--- config.mk ---
export PLATFORM = sky130hd
export DESIGN_NAME = dmem_sweep_flat
export DESIGN_NICKNAME = d
export VERILOG_FILES = /design/src/rtl/dmem_sweep_if.sv /design/src/rtl/dmem_sweep.sv /design/src/flat_wrapper.sv
export SDC_FILE = /design/constraint.sdc
export NUM_CORES = 1
export LEC_CHECK = 0
export BUFFER_PORTS_ARGS = -buffer_cell sky130_fd_sc_hd__buf_2
export CORE_MARGIN = 2
export CORE_UTILIZATION = 65
export DETAILED_ROUTE_END_ITERATION = 16
export HOLD_SLACK_MARGIN = 0.12
export PLACE_DENSITY = 0.84
export SETUP_SLACK_MARGIN = 0.3
export SYNTH_ARGS = -nofsm -noshare
export SYNTH_HDL_FRONTEND = slang
export SYNTH_SLANG_ARGS = --single-unit
--- constraint.sdc ---
create_clock -name clk -period 3.9 [get_ports clk]
set_clock_uncertainty 0.05 [all_clocks]
set_input_delay 0.195 -clock clk [delete_from_list [all_inputs] [get_ports clk]]
set_output_delay 0.195 -clock clk [all_outputs]
set_load 0.005 [all_outputs]
--- src/rtl/dmem_sweep_if.sv ---
// dmem_sweep_if: access bus between the core load/store path and dmem_sweep.
// The core (or bench) drives the master side; the memory is the slave side.
interface dmem_sweep_if #(
    parameter int DATA_W = 8,
    parameter int ADDR_W = 4
);
    logic              Enable;
    logic              Write_en;
    logic [ADDR_W-1:0] Address_port;
    logic [DATA_W-1:0] Input_data;
    logic              Clear;
    logic [DATA_W-1:0] Output_data;
    logic              Valid;
    logic              Busy;

    modport master (
        output Enable, Write_en, Address_port, Input_data, Clear,
        input  Output_data, Valid, Busy
    );

    modport slave (
        input  Enable, Write_en, Address_port, Input_data, Clear,
        output Output_data, Valid, Busy
    );
endinterface

--- src/rtl/dmem_sweep.sv ---
// dmem_sweep: parametrised single-port synchronous data memory with registered
// reads, a Valid strobe and a hardware initialisation sweep that writes
// INIT_VAL to every word after reset or on a Clear request.
// Optional build macro DMEM_OUTREG_EN adds an output register stage
// (read latency 2 instead of 1); that stage is flushed by reset and Clear.
module dmem_sweep #(
    parameter int                DATA_W   = 8,
    parameter int                ADDR_W   = 4,
    parameter int                DEPTH    = 16,
    parameter logic [DATA_W-1:0] INIT_VAL = '0
) (
    input  logic        clk,
    input  logic        rst,
    dmem_sweep_if.slave bus
);
    localparam logic [ADDR_W:0]   DEPTH_L = (ADDR_W + 1)'(DEPTH);
    localparam logic [ADDR_W-1:0] LAST_A  = ADDR_W'(DEPTH - 1);

    typedef enum logic {S_INIT, S_RUN} state_t;

    state_t            r_state;
    state_t            w_state_nxt;
    logic [ADDR_W-1:0] r_cnt;
    logic [ADDR_W-1:0] w_cnt_nxt;

    logic              w_mem_we;
    logic [ADDR_W-1:0] w_mem_addr;
    logic [DATA_W-1:0] w_mem_wdata;
    logic              w_rd;
    logic              w_in_range;

    logic [DATA_W-1:0] r_mem [DEPTH];

    logic [DATA_W-1:0] r_data_p1;
    logic              r_vld_p1;

    // Address range decode: out-of-range writes drop, out-of-range reads return zero.
    assign w_in_range = ({1'b0, bus.Address_port} < DEPTH_L);

    // State register and sweep counter; reset restarts the sweep at word 0.
    always_ff @(posedge clk or posedge rst) begin
        if (rst) begin
            r_state <= S_INIT;
            r_cnt   <= '0;
        end else begin
            r_state <= w_state_nxt;
            r_cnt   <= w_cnt_nxt;
        end
    end

    // Next state, memory write port and read request; Clear beats any access.
    always_comb begin
        w_state_nxt = r_state;
        w_cnt_nxt   = r_cnt;
        w_mem_we    = 1'b0;
        w_mem_addr  = bus.Address_port;
        w_mem_wdata = bus.Input_data;
        w_rd        = 1'b0;
        unique case (r_state)
            S_INIT: begin
                // Sweep owns the write port; user requests are ignored.
                w_mem_we    = 1'b1;
                w_mem_addr  = r_cnt;
                w_mem_wdata = INIT_VAL;
                if (r_cnt == LAST_A) begin
                    w_state_nxt = S_RUN;
                    w_cnt_nxt   = '0;
                end else begin
                    w_cnt_nxt = r_cnt + ADDR_W'(1);
                end
            end
            S_RUN: begin
                if (bus.Clear) begin
                    w_state_nxt = S_INIT;
                    w_cnt_nxt   = '0;
                end else if (bus.Enable && bus.Write_en) begin
                    w_mem_we = w_in_range;
                end else if (bus.Enable) begin
                    w_rd = 1'b1;
                end
            end
            default: begin
                w_state_nxt = S_INIT;
                w_cnt_nxt   = '0;
            end
        endcase
    end

    // Storage array; contents come from the sweep, never from reset.
    always_ff @(posedge clk) begin
        if (w_mem_we) begin
            r_mem[w_mem_addr] <= w_mem_wdata;
        end
    end

    // Read stage p1: registered read data holds between reads, strobe lasts one cycle.
    always_ff @(posedge clk or posedge rst) begin
        if (rst) begin
            r_data_p1 <= '0;
            r_vld_p1  <= 1'b0;
        end else begin
            r_vld_p1 <= w_rd;
            if (w_rd) begin
                r_data_p1 <= w_in_range ? r_mem[bus.Address_port] : '0;
            end
        end
    end

`ifdef DMEM_OUTREG_EN
    logic [DATA_W-1:0] r_data_p2;
    logic              r_vld_p2;
    logic              w_clr;

    assign w_clr = (r_state == S_RUN) && bus.Clear;

    // Output stage p2: extra register aligned with its strobe, flushed by Clear.
    always_ff @(posedge clk or posedge rst) begin
        if (rst) begin
            r_data_p2 <= '0;
            r_vld_p2  <= 1'b0;
        end else if (w_clr) begin
            r_data_p2 <= '0;
            r_vld_p2  <= 1'b0;
        end else begin
            r_vld_p2 <= r_vld_p1;
            if (r_vld_p1) begin
                r_data_p2 <= r_data_p1;
            end
        end
    end

    assign bus.Output_data = r_data_p2;
    assign bus.Valid       = r_vld_p2;
`else
    assign bus.Output_data = r_data_p1;
    assign bus.Valid       = r_vld_p1;
`endif

    assign bus.Busy = (r_state == S_INIT);

endmodule

--- src/flat_wrapper.sv ---
// flat-port wrapper written by rule: the top's interface ports become plain ports
module dmem_sweep_flat 
#(
    parameter int                DATA_W   = 8,
    parameter int                ADDR_W   = 4,
    parameter int                DEPTH    = 16,
    parameter logic [DATA_W-1:0] INIT_VAL = '0
)
  (clk, rst, bus_Enable, bus_Write_en, bus_Address_port, bus_Input_data, bus_Clear, bus_Output_data, bus_Valid, bus_Busy);
  dmem_sweep_if #(.DATA_W(DATA_W), .ADDR_W(ADDR_W)) bus_i ();
  input  logic clk;
  input  logic rst;
  input wire logic [$bits(bus_i.Enable)-1:0] bus_Enable;
  input wire logic [$bits(bus_i.Write_en)-1:0] bus_Write_en;
  input wire logic [$bits(bus_i.Address_port)-1:0] bus_Address_port;
  input wire logic [$bits(bus_i.Input_data)-1:0] bus_Input_data;
  input wire logic [$bits(bus_i.Clear)-1:0] bus_Clear;
  output wire logic [$bits(bus_i.Output_data)-1:0] bus_Output_data;
  output wire logic [$bits(bus_i.Valid)-1:0] bus_Valid;
  output wire logic [$bits(bus_i.Busy)-1:0] bus_Busy;
  assign bus_i.Enable = bus_Enable;
  assign bus_i.Write_en = bus_Write_en;
  assign bus_i.Address_port = bus_Address_port;
  assign bus_i.Input_data = bus_Input_data;
  assign bus_i.Clear = bus_Clear;
  assign bus_Output_data = bus_i.Output_data;
  assign bus_Valid = bus_i.Valid;
  assign bus_Busy = bus_i.Busy;
  dmem_sweep #(.DATA_W(DATA_W), .ADDR_W(ADDR_W), .DEPTH(DEPTH), .INIT_VAL(INIT_VAL)) u_core (.clk(clk), .rst(rst), .bus(bus_i));
endmodule
-- Word level (Yosys, flattened, before mapping)
Memory sizes are Yosys's and may differ from the RTL's. A register that Yosys moved wholly into a read port is not among the register bits.
Cells that the tools add are included.
- register bits: 6
- RAM bits: 128
- bits of input ports: 17
- output and inout bits: 10
- logic and storage cells: 26
- memories kept: 1
- $add $sub $neg: 1
- equal/unequal tests: 2
- muxes and demuxes: 17
- bitwise logic cells: 1
- reduce and logical (&&, ||, !) cells: 1
- memory list (name ; words ; bits a word ; rd ports ; clocked after Yosys merged registers in ; wr ports ; RTL line ; source):
    u_core.r_mem ; 16 ; 8 ; 1 ; 1 ; 1 ; dmem_sweep.sv:32 ; logic [DATA_W-1:0] r_mem [DEPTH];
- operator list (operator ; number):
    2-to-1 mux 4 bit ; 3
    2-to-1 mux 1 bit ; 10
    2-to-1 mux 8 bit ; 1
    case mux 4 bit (2 select lines) ; 1
    adder 4 x 1 -> 4 bit (second input constant) ; 1
    == test 4 bit (second input constant) ; 1
    case mux 1 bit (2 select lines) ; 2
    != test 2 bit (second input constant) ; 1
    logical AND 1 bit ; 1
    inverter 1 bit ; 1

-- Depth between registers and ports, before layout
- depth in word-level cells: 6
- mapped depth: 7
- mapped depth without buffers: 5

-- Worst setup path before layout
No wires, ideal clock.
- path type: register to register
- from: register u_core.r_state
- to: memory u_core.r_mem[4][0] (enable)
- arrival: 1.583 ns
- required time: 3.480 ns
- setup slack: 1.897 ns
- stages on the path, launching flop included: 6
- path buffers: 2
- clock period less this slack: 2.003 ns
- path through: dfrtp_1 -> clkbuf_1 -> buf_1 -> nand2_1 -> o32a_1 -> nor2_1
- longest elaborated chain between the ends: 4
- RTL lines (item ; RTL line ; source):
    start, declared ; dmem_sweep.sv:21 ; state_t r_state;
    start signal, assigned ; dmem_sweep.sv:46 ; r_state <= w_state_nxt;
    inverter 1 bit ; dmem_sweep.sv:59 ; unique case (r_state)
    case mux 1 bit (2 select lines) ; dmem_sweep.sv:59 ;
    2-to-1 mux 1 bit ; dmem_sweep.sv:91 ; if (w_mem_we) begin
    2-to-1 mux 1 bit (not written as such) ; dmem_sweep.sv:92 ; r_mem[w_mem_addr] <= w_mem_wdata;
    end, declared ; dmem_sweep.sv:32 ;
Parallel ways exist; a longest one is shown, timed or not.

-- Worst setup path in the final report
- from: register u_core.r_state
- to: memory u_core.r_mem[2][6] (enable)
The elaborated chain is that of the path after synthesis.

==> results.md <==
* Cts repair resizes at 0
* Sequential fraction of the synthesis area at 73.74%
* Library cells used by synthesis at 39
* Area growth syn-to-layout at 12.80%
* Die X-Extent at 97.55 µm
* Starting density of the core at 66.19%
* R2R setup slack at 1.36 ns
* Leakage power at 2.265 nW
* Std cell rows at 34
* Post-synthesis cell area at 5688 µm²
* Ys flop type: edfxtp_1
* Most frequent cells after synthesis: edfxtp_1, mux2i_1, mux4_2
* CTS Buf Count at 17
* Post-Synth Simple-Gate Area at 5.367%
* Post-Synth Adder-Cell Area at 0.2200%
* GRT Overall Usage at 27.45%
* Final min period at 2.544 ns
* Worst VDD drop at 0.3707 mV
* Routability cong. at 0.8862
* DR pass1 iterations at 5
* Number of synthesized flops with an enable pin at 128
* Power Density at 674.3 nW/µm²
* Die area at 9515 µm²
* # fillers at 469
* Die Y at 97.55 µm
* R2R Path End: u_core.r_mem[2][6]$_DFFE_PP_
* Worst Path Arrival at 2.64 ns
* Pins Over Slew Limit at 0
* Post-Synthesis Net Count at 333
* Dpl cell area at 5877 µm²
* Async S/R FF share, synth at 9.859%
* Initial drt markers at 399
* Hold crit path type: primary input to async pin
* Largest net degree at the start of global routing at 32
* Setup TNS at 0 ns
* Synthesized instance count at 315
* Worst path bufs/invs at 0
* Worst-path clk slew at 0.06 ns
* Unrepaired setup endpoints after global routing: no
* Max-Cap Viols at 0
* I/O pin cnt at 27
* Slew HR at 36.11%
* Post-synthesis register bit count at 142
* Clock sink total at 142
* Int Pwr at 0.003088 W
* P_sw at 0.001239 W
* Avg Synthesized Cell Area at 18.06 µm²
* H-tree level count at 4
* Worst-Skew Late Latency at 0.52 ns
* Core ar. at 8593 µm²
* Slew of the pin with the lowest slew margin at 0.9584 ns
* Vias in the first global route at 3094
* Top delay family on crit path: flip-flops
* Post-Route WL at 12.28 mm
* R2R depth at 3
* Status: completed
* Final-report setup violation count at 0
* Worst path cell trace: mux2i_1, nand2_1, nor2_1
* # nets final at 365
* Final Hold Fails at 0
* Layout cell share with drive strength beyond 1 at 21.94%
* CTS tree: built
* First-pass GRT wire length at 18.69 mm
* Grt ovf at 0
* Clock network fraction of design power at 32.0%
* DRT antenna net count at 0
* Ranking of synthesized cells by area: edfxtp_1, mux4_2, dfrtp_1
* Share of synthesized area spent on multiplexers at 14.01%
* Reg2reg start: u_core.r_state$_DFF_PP0_
* Drc violations at 0
* Fmax at 393.0 MHz
* Max stage delay on crit path at 0.91 ns
* Synth Warn # at 0
* WL/cell at 26.25 µm
* Hpwl dp at 7.525 mm
* Leading area contributor after synthesis: edfxtp_1
* Port-buffer cells at 26
* Reg power frac at 51.2%
* Final instance area at 6416 µm²
* Classification of the worst setup path: register to register
* Worst setup SP type: register
* Setup crit end kind: register
* Crit Path Max Fanout at 29
* Top cell type's share of synthesized area at 67.58%
* Postcts setup bufs at 0
* Antenna cells at 0
* Switching Fraction at 28.63%
* Crit share post-route at 65.24%
* Most common cell in the netlist: edfxtp_1
* Post-DR vias/cell at 6.718
* Vias at 3144
* Synth Area in XOR/XNOR at 0.1540%
* Clock Tree Root: clkbuf_8
* Initial antenna violation count at 0
* Worst EP required at 3.99 ns
* Compound-Gate Fraction of Synth Area at 4.707%
* CP max stage cell: dfrtp_1
* Combinational share of power at 16.8%
* Combinational family with the most area after synthesis: multiplexers
* Clock Path Buffers at 2
[cells by family after synthesis]
| family | count (synthesis) |
|---|---|
| mux | 49 |
| simple gates | 63 |
| xor+xnor | 1 |
| fa+ha+maj | 1 |
| flops | 142 |
| compound gates | 37 |
| buf+inv | 22 |
[how the worst max path moves through the flow]
stage                              from                           end  slack [ns]  depth (start not counted)
2_1_floorplan  u_core.r_state$_DFF_PP0_  u_core.r_mem[4][0]$_DFFE_PP_        1.90                          5
3_3_place_gp        bus_Address_port[0]  u_core.r_mem[7][1]$_DFFE_PP_        1.45                          4
3_5_place_dp        bus_Address_port[0]  u_core.r_mem[7][0]$_DFFE_PP_        1.39                          4
4_1_cts        u_core.r_state$_DFF_PP0_  u_core.r_mem[2][0]$_DFFE_PP_        1.41                          3
5_1_grt        u_core.r_state$_DFF_PP0_  u_core.r_mem[2][0]$_DFFE_PP_        1.25                          4
6_report       u_core.r_state$_DFF_PP0_  u_core.r_mem[2][6]$_DFFE_PP_        1.36                          3
[power groups by stage]
| stage | registers, W | clock network, W | logic (W) |
|---|---|---|---|
| floorplan | 0.00215 | 0 | 0.000508 |
| global placement | 0.00221 | 0 | 0.000683 |
| detailed placement | 0.00223 | 0 | 0.000715 |
| CTS | 0.00221 | 0.00139 | 0.000723 |
| global route | 0.00224 | 0.00145 | 0.000783 |
| finish | 0.00222 | 0.00138 | 0.000727 |
[layout make-up]
cell class,instances,area (µm²),share of cell area [%]
multi-input cells,151,1391,21.68
inverters,5,18.77,0.2925
clock buffers,17,414.1,6.455
repair buffers,30,167.7,2.613
well taps,108,135.1,2.106
flip-flops and latches,142,4194,65.37
clock inverters,15,95.09,1.482
[cell usage in the layout, fill, tap and decap left out, types with 2 or more instances in the layout]
master         count
and2_1             8
inv_6              4
nand3b_1           2
clkbuf_16         16
clkinvlp_4         3
dlygate4sd3_1      3
inv_1              5
clkinv_1           5
a22oi_1            8
a21oi_1            4
mux2i_1           23
nor2_1            21
o2bb2ai_1          2
mux2_2             2
o22ai_1            2
nand2b_1           6
o21ai_0            7
a32oi_1            5
buf_2             26
mux4_2            23
edfxtp_1         128
nor2b_1            2
nand2_1           17
nand3_1            2
dfrtp_1           14
clkinv_2           2
o2111a_1           2
a221o_1            2
[worst reg2reg max path: stages, from the launching register on]
cell     delay, ns
dfrtp_1       0.91
mux2i_1       0.33
nand2_1       0.16
nor2_1        0.72
[per-layer routing]
layer,track usage [%],vias to the layer above,part of all wire [%]
met5,0,-,0
met3,7.050,20,8.0
li1,-,1321,-
met4,10.90,0,2.6
met2,40.64,210,48
met1,39.98,1593,42
[metrics by stage]
step	setup slack, ns	power [W]	hold slack (ns)	instances	util [%]
after global routing	1.247	0.004469	0.2560	468	74.67
after detailed placement	1.395	0.002942	0.1918	433	68.39
after floorplan	1.897	0.002662	0.03422	315	-
final	1.356	0.004327	0.2054	468	74.67
after CTS	1.413	0.004327	0.1878	468	74.67
after global placement	1.447	0.002891	0.1888	433	68.39
[registers in the layout, indices dropped and copies added (netlist names)]
signal	flops
u_core.bus.Output_data	8
u_core.bus.Valid	1
u_core.r_cnt	4
u_core.r_mem	128
u_core.r_state	1
[repair_timing]
item	in CTS	in global routing
hold endpoints to repair	24	0
endpoints found under the setup margin	0	0
hold buffers	3	0
(Power assumes the default switching activity.)
